## config.mk

```make
export PLATFORM = sky130hd
export DESIGN_NAME = rtc_frame_sequencer
export DESIGN_NICKNAME = d
export VERILOG_FILES = /design/src/rtl/rtc_frame_sequencer.sv
export SDC_FILE = /design/constraint.sdc
export NUM_CORES = 1
export LEC_CHECK = 0
export BUFFER_PORTS_ARGS = -buffer_cell sky130_fd_sc_hd__clkbuf_2
export CAP_MARGIN = 20
export CORE_ASPECT_RATIO = 0.8
export CORE_MARGIN = 10
export CORE_UTILIZATION = 46
export CTS_BUF_LIST = sky130_fd_sc_hd__clkbuf_4
export DETAILED_ROUTE_END_ITERATION = 16
export MAX_ROUTING_LAYER = met4
export PLACE_DENSITY = 0.66
export SYNTH_ARGS = -nofsm -noshare
export SYNTH_HDL_FRONTEND = slang
export SYNTH_SLANG_ARGS = --single-unit
```

## constraint.sdc

```tcl
create_clock -name clk -period 3.25 [get_ports clk]
set_input_delay 0.4875 -clock clk [delete_from_list [all_inputs] [get_ports clk]]
set_output_delay 0.4875 -clock clk [all_outputs]
set_load 0.01 [all_outputs]
```

## src/rtl/rtc_frame_sequencer.sv

```systemverilog
// rtc_frame_sequencer
//   On every accepted frame tick, reads the eight RTC registers (sec, min, hour,
//   date, month, year, day, week) over a req/ack bus into a shadow buffer, then
//   streams them to the display side as a framed burst: one header cycle, eight
//   data bytes in address order, and a configurable tail.
//
// Ports
//   clk             system clock, rising edge
//   reset           asynchronous, active-low
//   frame_tick      1-cycle pulse, starts a fetch+send cycle when idle
//   rtc_rd          read request to the RTC bus controller
//   rtc_addr        RTC register index being read
//   rtc_ack         1-cycle pulse, rtc_dato valid for current rtc_addr
//   rtc_dato        RTC read data
//   inicioSecuencia load-sequence frame towards the display
//   datoRTC         streamed byte (0x00 outside data slots)
//   busy            high whenever the sequencer is not idle
//   overrun         1-cycle pulse: frame_tick arrived while busy (dropped)
//   timeout_err     sticky: some read was abandoned since reset
//
// state | meaning
// IDLE  | waiting for frame_tick
// RD    | rtc_rd high, waiting for ack or timeout
// GAP   | one cycle with rtc_rd low between reads
// HDR   | header cycle of the display frame, datoRTC=0x00
// DATA  | eight cycles streaming the shadow buffer
// TAIL  | trailing frame cycles, datoRTC=0x00
module rtc_frame_sequencer #(
  parameter int TIMEOUT     = 16,
  parameter int TAIL_CYCLES = 3
) (
  input  logic       clk,
  input  logic       reset,
  input  logic       frame_tick,
  output logic       rtc_rd,
  output logic [2:0] rtc_addr,
  input  logic       rtc_ack,
  input  logic [7:0] rtc_dato,
  output logic       inicioSecuencia,
  output logic [7:0] datoRTC,
  output logic       busy,
  output logic       overrun,
  output logic       timeout_err
);

  // One shared counter covers the read wait, the data slot index and the tail.
  localparam int CNT_MAX0 = (TIMEOUT > 8) ? TIMEOUT : 8;
  localparam int CNT_MAX  = (TAIL_CYCLES > CNT_MAX0) ? TAIL_CYCLES : CNT_MAX0;
  localparam int CW       = $clog2(CNT_MAX + 1);

  localparam logic [CW-1:0] RD_LAST   = CW'(TIMEOUT - 1);
  localparam logic [CW-1:0] DATA_LAST = CW'(7);
  localparam logic [CW-1:0] TAIL_LAST = CW'((TAIL_CYCLES > 0) ? TAIL_CYCLES - 1 : 0);

  typedef enum logic [2:0] {
    ST_IDLE,
    ST_RD,
    ST_GAP,
    ST_HDR,
    ST_DATA,
    ST_TAIL
  } state_t;

  state_t          state_q, state_d;
  logic [2:0]      idx_q, idx_d;
  logic [CW-1:0]   cnt_q, cnt_d;
  logic [7:0]      shadow_q [8];
  logic            cap_en;
  logic            terr_q, terr_d;

  logic            rd_q, rd_d;
  logic [2:0]      addr_q;
  logic            inicio_q, inicio_d;
  logic [7:0]      dato_q, dato_d;
  logic            busy_q, busy_d;

  always_comb begin
    state_d = state_q;
    idx_d   = idx_q;
    cnt_d   = cnt_q;
    cap_en  = 1'b0;
    terr_d  = terr_q;

    unique case (state_q)
      ST_IDLE: begin
        if (frame_tick) begin
          state_d = ST_RD;
          idx_d   = 3'd0;
          cnt_d   = '0;
        end
      end
      ST_RD: begin
        // An ack on the limit cycle still counts as a successful read.
        if (rtc_ack) begin
          cap_en  = 1'b1;
          state_d = ST_GAP;
        end else if (cnt_q == RD_LAST) begin
          terr_d  = 1'b1;
          state_d = ST_GAP;
        end else begin
          cnt_d = cnt_q + 1'b1;
        end
      end
      ST_GAP: begin
        if (idx_q == 3'd7) begin
          state_d = ST_HDR;
          idx_d   = 3'd0;
        end else begin
          state_d = ST_RD;
          idx_d   = idx_q + 3'd1;
          cnt_d   = '0;
        end
      end
      ST_HDR: begin
        state_d = ST_DATA;
        cnt_d   = '0;
      end
      ST_DATA: begin
        if (cnt_q == DATA_LAST) begin
          cnt_d   = '0;
          state_d = (TAIL_CYCLES == 0) ? ST_IDLE : ST_TAIL;
        end else begin
          cnt_d = cnt_q + 1'b1;
        end
      end
      ST_TAIL: begin
        if (cnt_q == TAIL_LAST) begin
          state_d = ST_IDLE;
        end else begin
          cnt_d = cnt_q + 1'b1;
        end
      end
      default: state_d = ST_IDLE;
    endcase

    // Outputs are flopped from the next-state decode so they line up with the
    // state they describe. The shadow buffer never changes while streaming, so
    // shadow_q already holds the byte for the upcoming data slot.
    rd_d     = (state_d == ST_RD);
    inicio_d = (state_d == ST_HDR) || (state_d == ST_DATA) || (state_d == ST_TAIL);
    dato_d   = (state_d == ST_DATA) ? shadow_q[cnt_d[2:0]] : 8'h00;
    busy_d   = (state_d != ST_IDLE);
  end

  always_ff @(posedge clk or negedge reset) begin
    if (!reset) begin
      state_q  <= ST_IDLE;
      idx_q    <= 3'd0;
      cnt_q    <= '0;
      terr_q   <= 1'b0;
      rd_q     <= 1'b0;
      addr_q   <= 3'd0;
      inicio_q <= 1'b0;
      dato_q   <= 8'h00;
      busy_q   <= 1'b0;
      for (int i = 0; i < 8; i++) begin
        shadow_q[i] <= 8'h00;
      end
    end else begin
      state_q  <= state_d;
      idx_q    <= idx_d;
      cnt_q    <= cnt_d;
      terr_q   <= terr_d;
      rd_q     <= rd_d;
      addr_q   <= idx_d;
      inicio_q <= inicio_d;
      dato_q   <= dato_d;
      busy_q   <= busy_d;
      if (cap_en) begin
        shadow_q[idx_q] <= rtc_dato;
      end
    end
  end

  assign rtc_rd          = rd_q;
  assign rtc_addr        = addr_q;
  assign inicioSecuencia = inicio_q;
  assign datoRTC         = dato_q;
  assign busy            = busy_q;
  assign timeout_err     = terr_q;
  // Only output allowed to react combinationally to an input.
  assign overrun         = frame_tick && (state_q != ST_IDLE);

endmodule

```

==> results.json <==
{
  "syn_area_sq_um": 4260,
  "vias": 2908,
  "fin_total_pwr_mw": 4.63,
  "finalSetupViolCount": 0,
  "fin_hold_ws_ns": 0.131,
  "rr_worst_depth": 11,
  "slew_viol_final": 0,
  "htree_levels": 3,
  "via_per_inst": 5.78,
  "synth_top_family_by_area": "multiplexers",
  "fin_tns_setup_ns": 0,
  "root_buffer": "clkbuf_4",
  "path_max_fanout": 26,
  "min_path_type": "in2async",
  "drc_errors": 0,
  "synthArstFlopShare_pct": 100,
  "synth_flop_cell": "dfrtp_1",
  "routed_wl_microns": 9480,
  "path_class": "reg2reg",
  "r2r_setup_slack_ns": 0.17,
  "place.gp.congestion": 0.811,
  "die_area_sq_um": 13500,
  "synth_edf_count": 0,
  "hpwl_microns": 6260,
  "clock-sinks": 87,
  "synthDistinctLibCells": 49,
  "timing.rr.end": "datoRTC[2]",
  "floorplan.rows": 31,
  "grt_pass1_vias": 2912,
  "synth_xor_area_share_pct": 0,
  "synth-compound-area-share_pct": 11.1,
  "slowest_stage": "or3_1",
  "placed_cells": 487,
  "io_pins": 28,
  "synth_cells": 350,
  "ys_ff_latch": 87,
  "hold_viol": 0,
  "cts_setup_buffers": 0,
  "antenna_found_initial": 0,
  "syn2layout_area_growth_pct": 12.3,
  "synth_fa_ha_area_share_pct": 1.76,
  "yosys.area_share.simple_pct": 9.64,
  "holdBufCountCts": 0,
  "multiInputGateArea_sq_um": 1980,
  "grt_pass1_wl_microns": 15400,
  "p_leak_nw": 2.30,
  "skew_ns": 0.0164,
  "worstMarginPinSlew_ns": 0.834,
  "maxSlewHeadroom_pct": 44.4,
  "r2r_start": "cnt_q[0]",
  "cts_tree": "built",
  "drive_above_1_share_pct": 32.2,
  "rsz0062_at_grt": "false",
  "nFillCells": 778,
  "cp.required_ns": 3.55,
  "grt_usage_pct": 14.5,
  "cts_buffer_depth": 2,
  "grt_max_degree": 67,
  "n_antenna_cell": 0,
  "worstSetupEndpointType": "flop",
  "initial_core_util_pct": 47.1,
  "wl_per_cell_microns": 18.8,
  "ys_warn_count": 0,
  "cpPeakStageDelay_ns": 0.44,
  "final_net_count": 402,
  "die_x_microns": 128,
  "fin_cells": 503,
  "portBuffers": 27,
  "grt_overflow": 0,
  "placed_cell_area_sq_um": 4570,
  "die_h_microns": 106,
  "final_antenna_net_count": 0,
  "path_clk_slew_ns": 0.14,
  "register_area_sq_um": 2180,
  "crit_path_start_kind": "flop",
  "syn_nets": 368,
  "p_per_area_nw_per_um2": 970,
  "seq_area_frac_synth_pct": 51.2,
  "core-area_sq_um": 9040,
  "synth_mux_area_share_pct": 23.4,
  "dr.pass1.iters": 4,
  "syn_area_per_cell_sq_um": 12.2,
  "ir_worst_vdd_mv": 0.449,
  "stdcell_area_sq_um": 4780,
  "max_freq_ghz": 0.325,
  "path_cells": "buf_4 -> inv_1 -> ha_1 -> nand3b_1 -> o31a_1 -> or3_1 -> mux2i_4 -> buf_12 -> mux2_1 -> o21ai_0 -> o22ai_1",
  "insertion_delay_ns": 0.42,
  "cts_made_buffers": 9,
  "status": "finished clean",
  "post-route-period-util_pct": 94.8,
  "fin_crit_ns": 3.08,
  "drt_iter0_markers": 215,
  "max-cap-violations": 0,
  "arrival_ns": 3.38
}
==> worst max-delay path, delay by kind of cell (launching register included) <==
family	cells	cell delay, ns
DFF	1	0.40
adders and majority gates	1	0.21
AOI/OAI and AO/OA	3	0.61
buffers and inverters	3	0.60
and+or+nand+nor	2	0.54
muxes	2	0.59
==> flip-flops by register name, indices dropped and copies added (netlist names) <==
name,cells
shadow_q,64
busy,1
inicioSecuencia,1
datoRTC,8
timeout_err,1
rtc_addr,3
rtc_rd,1
cnt_q,5
state_q,3
==> layout by cell type, fill, tap and decap left out, types with 3 or more instances in the layout <==
master,Yosys,routed
nand2_1,6,6
a21oi_1,15,15
clkbuf_4,0,9
o22ai_1,7,7
o21ai_0,10,10
mux2_1,14,14
nand2b_1,11,11
o2111ai_1,8,8
ha_1,6,6
inv_1,6,6
mux2_2,59,59
buf_4,1,17
nor2_1,12,12
nand3b_1,3,3
a22o_1,8,8
nor3b_1,3,3
mux2i_1,15,15
clkbuf_2,0,26
nand3_1,18,18
nor2b_1,6,6
dfrtp_1,87,87
==> how the worst max path moves through the flow <==
stage / from / to
after global placement: cnt_q[1] / datoRTC[0]
after CTS: cnt_q[1] / datoRTC[2]
after detailed placement: cnt_q[1] / datoRTC[6]
after floorplan: cnt_q[0] / datoRTC[1]
final: cnt_q[0] / datoRTC[2]
after global routing: cnt_q[1] / datoRTC[7]
==> area by class of cell <==
| type | instances | share of cell area [%] |
|---|---|---|
| sequential | 87 | 45.6 |
| multi-input combinational | 235 | 41.4 |
| timing repair buffer | 45 | 6.34 |
| tap | 115 | 3.01 |
| clock inverter | 6 | 1.81 |
| clock buffer | 9 | 1.41 |
| inverter | 6 | 0.471 |
==> synth_stat cells, drive strengths merged, types with 2 or more instances <==
library cell,instances,area [sq um]
ha,6,75.1
nor2,12,45.0
clkbuf,15,56.3
o31a,2,17.5
nand2,6,22.5
nand3,18,90.1
mux2,73,822
dfrtp,87,2180
o21ai,12,60.1
nand2b,11,68.8
o21a,2,15.0
o22ai,7,43.8
a21o,2,15.0
nand3b,3,22.5
nor3b,5,47.5
nor4,2,12.5
inv,6,22.5
a22o,8,70.1
mux2i,16,173
nor2b,6,37.5
a21oi,15,75.1
buf,7,47.6
nor3,3,20.0
o2111ai,8,70.1
a211oi,2,15.0
==> metal layers <==
metal / vias up / track usage (%) / part of all wire [%]
met5: - / - / 0
met4: 0 / 4.22 / 0.64
met1: 1470 / 18.8 / 46
met3: 4 / 3.23 / 5.4
met2: 70 / 22.5 / 48
li1: 1364 / - / -
==> cells by family after synthesis <==
family / after synthesis
flops: 87
compound gates: 68
buf+inv: 28
mux: 89
fa+ha+maj: 6
simple gates: 72
==> timing repair <==
item                                   in CTS  in global routing
pin swaps                                   0                  1
setup endpoints to repair                   7                  8
endpoints found under the hold margin       0                  0
resized for setup                           2                  1
cloned                                      0                  1
==> power breakdown <==
part / leakage [nW] / internal [mW] / switching (mW)
sequential: 1.16 / 1.40 / 0.208
combinational: 1.06 / 1.11 / 1.26
clock: 0.0834 / 0.307 / 0.350
==> metrics by stage <==
step | setup WS (ns) | utilization, %
detailed placement | -0.170 | 50.6
global placement | 0.0434 | 50.6
CTS | 0.0626 | 52.5
global route | 0.00646 | 52.9
finish | 0.169 | 52.9
floorplan | 0.418 | -
No activity file was read; power rests on OpenSTA's default activity.
